===== src/rtl/fifo_pkg.sv =====
// Shared Gray/binary helpers for the async FIFO pointer controllers.
// Values are carried in a 32-bit container; callers zero-extend and slice.
package fifo_pkg;

    localparam int unsigned GW = 32;

    // Binary to reflected Gray code.
    function automatic logic [GW-1:0] bin2gray(input logic [GW-1:0] b);
        return b ^ (b >> 1);
    endfunction

    // Reflected Gray code to binary, prefix XOR from the MSB down.
    // Zero-extended inputs decode correctly for any width up to GW.
    function automatic logic [GW-1:0] gray2bin(input logic [GW-1:0] g);
        logic [GW-1:0] b;
        b[GW-1] = g[GW-1];
        for (int i = GW - 2; i >= 0; i--) begin
            b[i] = b[i+1] ^ g[i];
        end
        return b;
    endfunction

endpackage


===== src/rtl/sync_2ff.sv =====
// Two-flop synchroniser for a Gray-coded pointer crossing clock domains.
// Shared by both FIFO sides.
module sync_2ff #(
    parameter int unsigned WIDTH = 5
) (
    input  logic             clk,
    input  logic             rst,
    input  logic [WIDTH-1:0] d,
    output logic [WIDTH-1:0] q
);

    logic [WIDTH-1:0] rq1_q;
    logic [WIDTH-1:0] rq2_q;

    // Two back-to-back flops; rq2 is the only stage used downstream.
    always_ff @(posedge clk) begin
        if (rst) begin
            rq1_q <= '0;
            rq2_q <= '0;
        end else begin
            rq1_q <= d;
            rq2_q <= rq1_q;
        end
    end

    assign q = rq2_q;

endmodule


===== src/rtl/write_inc.sv =====
// Write-side pointer and full-flag controller for the async FIFO.
// Produces the Gray write pointer and full/level/overflow status.
module write_inc
    import fifo_pkg::*;
#(
    parameter int unsigned ADDRSIZE       = 4,
    parameter int unsigned ALMOST_FULL_TH = (1 << ADDRSIZE) - 4
) (
    input  logic                clk,
    input  logic                rst,
    input  logic                signal_write,
    input  logic [ADDRSIZE:0]   graycode_rptr,
    output logic                write_en,
    output logic [ADDRSIZE-1:0] write_address,
    output logic [ADDRSIZE:0]   graycode_wptr,
    output logic                full,
    output logic                almost_full,
    output logic [ADDRSIZE:0]   wr_level,
    output logic                overflow
);

    localparam int unsigned PW = ADDRSIZE + 1;
    localparam logic [PW-1:0] AF_TH = PW'(ALMOST_FULL_TH);

    logic [PW-1:0] wbin_q, wbin_d;
    logic [PW-1:0] gray_q, gray_d;
    logic [PW-1:0] level_q, level_d;
    logic          full_q, full_d;
    logic          af_q, af_d;
    logic          ovf_q, ovf_d;

    logic [PW-1:0] rq2;
    logic [PW-1:0] rbin_sync;
    logic [PW-1:0] full_pat;
    logic [GW-1:0] gray_w;
    logic [GW-1:0] rbin_w;
    logic          unused_hi;

    sync_2ff #(
        .WIDTH(PW)
    ) u_rsync (
        .clk(clk),
        .rst(rst),
        .d  (graycode_rptr),
        .q  (rq2)
    );

    assign write_en = signal_write & ~full_q;

    assign gray_w    = bin2gray({{(GW-PW){1'b0}}, wbin_d});
    assign rbin_w    = gray2bin({{(GW-PW){1'b0}}, rq2});
    assign unused_hi = ^{gray_w[GW-1:PW], rbin_w[GW-1:PW]};
    assign rbin_sync = rbin_w[PW-1:0];

    // Full when the write pointer is exactly one lap ahead of the read pointer.
    assign full_pat = {~rq2[ADDRSIZE:ADDRSIZE-1], rq2[ADDRSIZE-2:0]};

    // Next pointer, level and flags; compares use the post-write pointer
    // so full rises on the edge that accepts the last free slot.
    always_comb begin
        wbin_d  = wbin_q + {{ADDRSIZE{1'b0}}, write_en};
        gray_d  = gray_w[PW-1:0];
        level_d = wbin_d - rbin_sync;
        full_d  = (gray_d == full_pat);
        af_d    = (level_d >= AF_TH);
        ovf_d   = ovf_q | (signal_write & full_q);
    end

    // State registers; reset wins over any pending write.
    always_ff @(posedge clk) begin
        if (rst) begin
            wbin_q  <= '0;
            gray_q  <= '0;
            level_q <= '0;
            full_q  <= 1'b0;
            af_q    <= 1'b0;
            ovf_q   <= 1'b0;
        end else begin
            wbin_q  <= wbin_d;
            gray_q  <= gray_d;
            level_q <= level_d;
            full_q  <= full_d;
            af_q    <= af_d;
            ovf_q   <= ovf_d;
        end
    end

    assign write_address = wbin_q[ADDRSIZE-1:0];
    assign graycode_wptr = gray_q;
    assign full          = full_q;
    assign almost_full   = af_q;
    assign wr_level      = level_q;
    assign overflow      = ovf_q;

endmodule


===== config.mk =====
export PLATFORM = sky130hd
export DESIGN_NAME = write_inc
export DESIGN_NICKNAME = d
export VERILOG_FILES = /design/src/rtl/fifo_pkg.sv /design/src/rtl/sync_2ff.sv /design/src/rtl/write_inc.sv
export SDC_FILE = /design/constraint.sdc
export NUM_CORES = 1
export LEC_CHECK = 0
export ABC_CLOCK_PERIOD_IN_PS = 4300
export BUFFER_PORTS_ARGS = -buffer_cell sky130_fd_sc_hd__buf_2
export CORE_ASPECT_RATIO = 0.75
export CORE_MARGIN = 1.5
export CORE_UTILIZATION = 58
export CTS_BUF_LIST = sky130_fd_sc_hd__clkbuf_8
export DETAILED_ROUTE_END_ITERATION = 8
export GPL_ROUTABILITY_DRIVEN = 0
export PLACE_DENSITY = 0.86
export SLEW_MARGIN = 20
export SYNTH_ARGS = -nofsm -noshare
export SYNTH_HDL_FRONTEND = slang
export SYNTH_SLANG_ARGS = --single-unit

===== constraint.sdc =====
create_clock -name clk -period 4.3 [get_ports clk]
set_clock_uncertainty 0.05 [all_clocks]
set_input_delay 0.86 -clock clk [delete_from_list [all_inputs] [get_ports clk]]
set_output_delay 0.86 -clock clk [all_outputs]
set_load 0.005 [all_outputs]

==> reports/qor.txt <==
run status - finished clean
DR DRC count - 0
Worst Setup Path Type - primary input to register
most frequent cells in the layout - 27 x dfxtp_1, 25 x buf_2, 13 x nor2b_1, 13 x nor2_1, 12 x xnor2_1
vias per cell - 4.879
worst skew pair latency - 0.26 ns
Root Driver - clkbuf_8
synthesized area - 1051 sq um
WP data arrival - 2.95 ns
initial detailed-routing violation count - 7
GRT Resource Usage Total - 19.26%
R2R setup slack - 1.71 ns
Syn Area/Cell - 10.51 sq um
Critical Path RT - 4.40 ns
WHS Endpoint - u_rsync.q[4]
n_diodes - 0
pre-CTS setup slack - 1.175 ns
Worst Reg2Reg Path Length in Cells - 11
Final Util - 71.99%
Max Freq - 0.3503 GHz
synth unique cells - 16
vias in the first global route - 641
drt first pass iters - 3
first-pass GRT wire length - 2684 um
Die Width - 52.16 um
antenna violations before repair - 0
Flop pwr share - 53.6%
switching power - 0.1300 mW
Rel. slew slack - 66.89%
htree depth - 1
reg2reg start - u_rsync.q[4]
Num CTS Buffers - 3
DP Wirelength - 1304 um
die area - 2079 sq um
# fillers - 133
worst min-delay path startpoint - u_rsync.rq1_q[4]
ANT nets after route - 0
buffers added on ports - 25
most common cell after layout, fill and taps aside - dfxtp_1
pin count of the biggest net entering global routing - 28
Final Hold Fails - 0
Slew Viols, Final - 0
CTS tree - yes
Ports - 26
post-CTS setup buffers - 0
Mapped Cells - 100
endpoints failing setup - 0
part of the power in combinational logic - 20.5%
Sink Count - 27
RSZ-0062 raised after global routing - no
switch share - 24.98%
Peak VDD IR - 0.3083 mV
post_cts resized - 0
Clock transition at path regs - 0.08 ns
internal cell power - 0.3904 mW
P&R area growth vs syn - 18.10%
CP startpoint kind - primary input
Final Instance Area - 1241 sq um
core area - 1724 sq um
DR vias - 727
Initial Util - 60.96%
GR Overflow Total - 0
Crit. End Element - register
share of the yosys chip area belonging to registers - 51.43%
layout cells sized above 1 - 22.83%
Hold Crit Depth - 1
leakage power - 0.5891 nW
Clk network pwr share - 26.0%
syn_nets - 115
Layout Nets - 143
Post-Place Cell Area - 1196 sq um
crit path time final - 2.855 ns
max-cap violations - 0
pwr/cell area - 419.3 nW/um^2
final worst slack - 1.445 ns
type of the most critical hold path - register to register
Wirelength per Cell - 11.96 um
Max FO, Critical Path - 6
Setup TNS Final - 0 ns
total wire length - 1782 um
Die Ht - 39.87 um
Clock Path Buffers - 2
Seq cells post-synth - 27
Worst Max-Slew Pin Slew - 0.4949 ns
row cnt - 13
synth warn - 0
RR Endpoint - almost_full
Final Cycle Share - 66.39%
hold_buf cts - 0
power by group through the flow:
stage               Sequential [mW]  Clock, mW  Combinational (mW)
CTS                           0.279      0.139               0.108
finish                        0.279      0.135               0.107
floorplan                     0.288          0              0.0697
detailed placement            0.285          0               0.107
global placement              0.284          0               0.103
global route                  0.282      0.149               0.121
logic make-up after synthesis:
| logic type | synth area share, % |
|---|---|
| AOI/OAI and AO/OA | 4.166 |
| xor gates and xnor gates | 17.38 |
| DFF | 51.43 |
| buffers and inverters | 2.857 |
| adders and majority gates | 9.048 |
| and+or+nand+nor | 15.12 |
cell usage after synthesis:
cell type,n,area (sq um)
clkbuf_1,2,7.510
nand3_1,3,15.01
or4_1,1,7.510
dfxtp_1,27,540.5
ha_1,6,75.07
nor2b_1,13,81.33
inv_1,6,22.52
fa_1,1,20.02
or3_1,1,6.260
xnor2_1,12,105.1
nor2_1,13,48.80
a21oi_1,4,20.02
o2bb2ai_1,1,8.760
a21o_1,2,15.01
xor2_1,7,61.31
xor2_2,1,16.27
layer usage:
| metal | track usage, % | share of wire, % | wire length [um] | up-vias |
|---|---|---|---|---|
| li1 | - | - | - | 365 |
| met1 | 20.23 | 42 | 752 | 338 |
| met4 | 7.692 | 1.6 | 28 | 0 |
| met3 | 8.015 | 4.9 | 87 | 4 |
| met5 | 0 | 0 | 0 | - |
| met2 | 34.81 | 51 | 913 | 20 |
sequential cells by signal (all words and copies together) (netlist names):
register	cells
overflow	1
full	1
u_rsync.rq1_q	5
wbin_q	5
graycode_wptr	4
almost_full	1
u_rsync.q	5
wr_level	5
worst max-delay path by stage:
stage | to | start | cells past startpoint
finish | almost_full | signal_write | 10
global placement | almost_full | signal_write | 10
floorplan | almost_full | signal_write | 9
global route | almost_full | signal_write | 10
detailed placement | almost_full | signal_write | 10
CTS | almost_full | signal_write | 10
worst max-delay path: stages:
cell and delay (ns):
buf_2 0.08, nor2b_1 0.19, ha_1 0.20, ha_1 0.22, xor2_2 0.39, ha_1 0.34
a21o_1 0.17, a21oi_1 0.18, xor2_1 0.22, o2bb2ai_1 0.10
layout make-up:
type | count | area (sq um) | area share, %
Clock buffer | 3 | 41.29 | 3.327
Clock inverter | 1 | 3.754 | 0.3024
Inverter | 6 | 22.52 | 1.815
Multi-Input combinational cell | 65 | 480.5 | 38.71
Sequential cell | 27 | 540.5 | 43.55
Tap cell | 22 | 27.53 | 2.218
Timing Repair Buffer | 25 | 125.1 | 10.08
per-stage QoR:
stage | hold slack [ns] | power, mW | std cells
after CTS | 0.3996 | 0.5259 | 149
after floorplan | 0.3638 | 0.3578 | 100
after detailed placement | 0.3789 | 0.3922 | 145
after global routing | 0.4160 | 0.5519 | 149
final | 0.3920 | 0.5204 | 149
after global placement | 0.3683 | 0.3871 | 145
No activity file was read; power rests on OpenSTA's default activity.
